[src/rtl/polyphase_dmux.sv]
// Registered 1-to-M sample demux: explicit select or round-robin polyphase split.
// Ports: in_data/in_valid/mode/sel/sync in; out_data[M*N], out_valid[M], phase, frame_done, sel_err out.
// Optional build macro DMUX_HOLD_EN: idle channels hold their value instead of clearing to 0.
module polyphase_dmux #(
  parameter int N     = 16,
  parameter int M     = 4,
  parameter int SEL_W = 2
) (
  input  logic             clk,
  input  logic             rst_n,
  input  logic [N-1:0]     in_data,
  input  logic             in_valid,
  input  logic             mode,
  input  logic [SEL_W-1:0] sel,
  input  logic             sync,
  output logic [M*N-1:0]   out_data,
  output logic [M-1:0]     out_valid,
  output logic [SEL_W-1:0] phase,
  output logic             frame_done,
  output logic             sel_err
);

  localparam logic [SEL_W:0]   MW   = (SEL_W+1)'(M);
  localparam logic [SEL_W-1:0] LAST = SEL_W'(M-1);

  logic [SEL_W-1:0] tgt;
  logic             acc;
  logic             last;
  logic [M-1:0]     hit;
  logic [N-1:0]     chan [M];

  always_comb begin
    tgt = sel;
    unique case (1'b1)
      mode && sync:  tgt = '0;
      mode && !sync: tgt = phase;
      default:       tgt = sel;
    endcase
    acc  = in_valid && ({1'b0, tgt} < MW);
    last = (tgt == LAST);
    for (int k = 0; k < M; k++) begin
      hit[k] = acc && (tgt == SEL_W'(k));
    end
  end

  always_ff @(posedge clk or negedge rst_n) begin
    if (!rst_n) begin
      phase      <= '0;
      out_valid  <= '0;
      frame_done <= 1'b0;
      sel_err    <= 1'b0;
    end else begin
      // wrap at M, not at 2^SEL_W
      if (mode && acc) begin
        phase <= last ? '0 : tgt + SEL_W'(1);
      end else if (sync) begin
        phase <= '0;
      end
      out_valid  <= hit;
      frame_done <= mode && acc && last;
      sel_err    <= !mode && in_valid && !acc;
    end
  end

  always_ff @(posedge clk or negedge rst_n) begin
    if (!rst_n) begin
      for (int k = 0; k < M; k++) begin
        chan[k] <= '0;
      end
    end else begin
      for (int k = 0; k < M; k++) begin
`ifdef DMUX_HOLD_EN
        if (hit[k]) begin
          chan[k] <= in_data;
        end
`else
        chan[k] <= hit[k] ? in_data : '0;
`endif
      end
    end
  end

  for (genvar k = 0; k < M; k++) begin : g_out
    assign out_data[k*N +: N] = chan[k];
  end

endmodule
[config.mk]
export PLATFORM = sky130hd
export DESIGN_NAME = polyphase_dmux
export DESIGN_NICKNAME = d
export VERILOG_FILES = /design/src/rtl/polyphase_dmux.sv
export SDC_FILE = /design/constraint.sdc
export NUM_CORES = 1
export LEC_CHECK = 0
export ABC_AREA = 1
export BUFFER_PORTS_ARGS = -buffer_cell sky130_fd_sc_hd__buf_2
export CAP_MARGIN = 20
export CORE_AREA = 4 4 76 78
export CTS_CLUSTER_SIZE = 25
export DETAILED_ROUTE_END_ITERATION = 6
export DIE_AREA = 0 0 80 82
export PLACE_DENSITY_LB_ADDON = 0.3
export SLEW_MARGIN = 30
export SYNTH_ARGS = -nofsm -noshare
export SYNTH_HDL_FRONTEND = slang
export SYNTH_SLANG_ARGS = --single-unit
export TNS_END_PERCENT = 20
[constraint.sdc]
create_clock -name clk -period 1.6 [get_ports clk]
set_clock_uncertainty 0.05 [all_clocks]
set_input_delay 0.32 -clock clk [delete_from_list [all_inputs] [get_ports clk]]
set_output_delay 0.32 -clock clk [all_outputs]
set_load 0.03 [all_outputs]
-- Word-level counts from Yosys, hierarchy flattened
Cells that the tools add are included.
- register bits after elaboration: 72
- latch bits: 0
- memory bits (writable): 0
- ROM bits: 0
- input bits: 23
- word-level logic and storage cells: 35
- memories: 0
- add/sub/neg operators: 1
- multiply operators: 0
- div/mod/pow operators: 0
- magnitude comparators: 0
- eq/ne operators: 3
- shift operators: 0
- muxes and demuxes: 8
- bitwise logic cells: 0
- reduce and logical (&&, ||, !) cells: 15
- operators with widths (kind ; count):
    $mux 16 ; 4
    $logic_and 1x1->1 ; 10
    $mux 2 ; 3
    $eq 2x2->1 const B ; 2
    $pmux 2 s2 ; 1
    $logic_not 1->1 ; 3
    $add 2x1->2 const B ; 1
    $eq 2x1->1 const B ; 1
    $logic_not 2->1 ; 1
    $reduce_bool 2->1 ; 1

-- Logic depth before layout (Yosys ltp)
- depth in word-level cells: 6
- depth in mapped cells: 8
- depth with buffers taken out: 8

-- Worst setup path before layout
No wires, ideal clock.
- kind: register -> register
- from: register phase[0]
- to: register chan, in the netlist out_data[10]
- setup time: 118 ps
- arrival time: 1289 ps
- required time: 1432 ps
- path slack: 143 ps
- stages on the path, launching flop included: 8
- buffers on the path: 1
- period minus slack after synthesis: 1457 ps
- path through: dfrtp_1 -> nand3_1 -> nand2_1 -> inv_1 -> ha_1 -> nand2_4 -> buf_6 -> nor2_1
- cells in the longest elaborated chain, start to end: 4
- RTL lines (element ; line ; source):
    from (decl) ; 18 ; output logic [SEL_W-1:0] phase,
    from (signal assigned) ; 55 ; phase <= last ? '0 : tgt + SEL_W'(1);
    $pmux 2 s2 ; 34 ; unique case (1'b1)
    $logic_not 2->1 ; 42 ; hit[k] = acc && (tgt == SEL_W'(k));
    $logic_and 1x1->1 ; 42 ;
    $mux 16 ; 77 ; chan[k] <= hit[k] ? in_data : '0;
    to (signal, indexed assignment) ; 77 ;
    to (decl) ; 30 ; logic [N-1:0] chan [M];
No other way between the ends.
A chain may end at the register's enable or synchronous reset.

-- Worst setup path in the final report
- from: register phase[0]
- to: register chan, in the netlist out_data[14]
Same word-level chain as after synthesis.

==> metrics.txt <==
fmax around 0.74 GHz; Ys Warns 0; hold depth 3; Core Area between 5000 and 6000 um^2; hold endpoint out_data[57]; Gate Count Post-Synth 190; std cell rows 26; dpl cells 350; clock net sink count 72; Internal Pwr Total 0.00287 W; vias in the first global route roughly 1600; IO buf count 94; Vias 1546; slowest CP cell dfrtp_1; Flop pwr share 0.503; Yosys reg bits approximately 70; Reg clk slew, reported paths about 0.070 ns; Critical R2R Launch phase[0]; CTS tree built; Starting DRT DRC Count 60; cell family with most CP delay simple AND/OR/NAND/NOR gates; routed wire length 4710 um; post-route ant nets 0; period utilisation layout 0.845; Mean Syn Cell Area ~12 um^2; Num CTS Buffers 9; worst-path fanout max 17; DRC viols 0; io pins 95; TritonRoute pass-1 iters 3; reg2reg setup slack 0.25 ns; Clock power frac 0.397; die width around 80 um; largest area contributor in the netlist dfrtp_1; most common cell after layout, fill and taps aside buf_2; critical path startpoint category flop; synth unique cells 9; # resized after CTS 0; Critical Path End Type flop; WP data arrival 1.51 ns; Clock Latency Late Sink about 0.33 ns; CTS Buffer Depth 2; r2r endpoint out_data[14]; RSZ-0062 raised after global routing no; logic gate share of total power 0.100; worst hold path startpoint in_data[9]; Final TNS setup 0 ns; fin nets 319; Vias per Instance between 4 and 5; Peak VDD IR roughly 650 uV; Pleak 1.98 nW; mapped cell area approximately 2400 um^2; Critical Path RT ~1.8 ns; crit-path cells nand3_1 -> nand2_1 -> inv_1 -> ha_1 -> nand2_4 -> nor2_1; share of cells above drive strength 1 0.383; Setup WS pre-CTS slightly below 0.09 ns; Post-Syn Nets about 220; Synth area leaders dfrtp_1, nor2_1, inv_1; initial antenna violation count 0; Max-cap violations 0; antenna diode count 0; first-pass GRT wire length around 7400 um; PwrDens approximately 1200 nW/um^2; final setup fails 0; class of the worst hold path in2reg; Max H-tree Level 3; sequential area share after synthesis 0.766; pins over their slew limit 0; Area Growth Syn to Fin 31.4%; most frequent cells in the layout buf_2, dfrtp_1, nor2_1, inv_1, clkbuf_8; Worst Reg-to-Reg Cells 6; critical path depth 6; Die H 82 um; fin crit period ~1.4 ns; CP peak stage delay 0.37 ns; Switching Fraction 0.239; Fin. Hold Viols 0; Filler cells approximately 450; critical path class reg2reg; Overall Global Routing Usage 0.158; post-DR wirelength/cell between 10 and 15 um; gr ovfl total 0; share of the synthesized area in the top cell type 0.766; CTS root buf clkbuf_8; fin cells ~370; HPWL after DPL between 3000 and 4000 um; NetSw around 0.0009 W; gpl congestion approximately 0.73; status completed; Die ar. ~6600 um^2; Critical path buffers and inverters 1; setup ws final approximately 0.25 ns; Starting Density 0.464; largest net degree at the start of global routing a little under 70
[per-layer routing]
layer	track usage	share of wire	routed length, um	vias to the layer above
li1	-	-	-	749
met1	0.185	0.42	1990	717
met2	0.250	0.46	2180	73
met3	0.0713	0.10	494	7
met4	0.0709	0.0096	45	0
met5	0	0	0	-
[kinds of logic after synthesis]
| logic type | after synthesis | synth area share |
|---|---|---|
| adder cells (fa/ha/maj) | 4 | 0.0213 |
| buffers and inverters | 31 | 0.0654 |
| AND/OR/NAND/NOR | 82 | 0.146 |
| other | 1 | 0.00159 |
| flip-flops | 72 | 0.766 |
[flip-flops by register name, summed over array words and instances, names as in the netlist]
name        cells
phase           2
out_valid       4
out_data       64
frame_done      1
sel_err         1
[stage by stage]
step | instance area [um^2] | utilization | hold WS [ns] | power (W)
final | 3090 | 0.609 | 0.204 | 0.00378
after CTS | 3090 | 0.609 | 0.186 | 0.00383
after detailed placement | 2870 | 0.566 | 0.106 | 0.00232
after global placement | 2870 | 0.566 | 0.103 | 0.00231
after global routing | 3090 | 0.609 | 0.183 | 0.00397
after floorplan | 2350 | - | -0.0256 | 0.00217
[Yosys cell counts]
library cell / number
conb_1: 1
buf_6: 5
nand3_1: 4
nor2_1: 65
inv_1: 26
ha_1: 4
nand2_4: 4
nand2_1: 9
dfrtp_1: 72
[power by group through the flow]
stage / sequential, W / combinational [W] / clock [W]
5_1_grt: 0.00190 / 0.000415 / 0.00165
3_5_place_dp: 0.00193 / 0.000384 / 0
2_1_floorplan: 0.00206 / 0.000105 / 0
4_1_cts: 0.00190 / 0.000387 / 0.00154
6_report: 0.00190 / 0.000378 / 0.00150
3_3_place_gp: 0.00193 / 0.000379 / 0
[tightest hold or removal path, stage by stage]
cell and delay (ns):
buf_2 0.07, inv_1 0.06, nor2_1 0.09
[what timing repair did]
action	in CTS	in global routing
hold buffers	1	0
setup buffers	0	0
hold endpoints to repair	5	0
[final cells by class]
| class | count | area, um^2 | share of cell area |
|---|---|---|---|
| clock buffers | 10 | 138 | 0.0445 |
| clock inverters | 4 | 70.1 | 0.0227 |
| inverters | 26 | 97.6 | 0.0316 |
| multi-input cells | 87 | 397 | 0.128 |
| flip-flops and latches | 72 | 1800 | 0.583 |
| well taps | 70 | 87.6 | 0.0283 |
| repair buffers | 96 | 500 | 0.162 |
[how the worst max path moves through the flow]
stage / start / to / slack, ns
finish: phase[0] / out_data[14] / 0.25
global route: phase[0] / out_data[14] / 0.14
CTS: phase[0] / out_data[4] / 0.23
detailed placement: sync / out_data[4] / 0.09
global placement: sync / out_data[1] / 0.15
floorplan: phase[0] / out_data[10] / 0.14
Note: power is estimated with default switching activity, not from simulation.
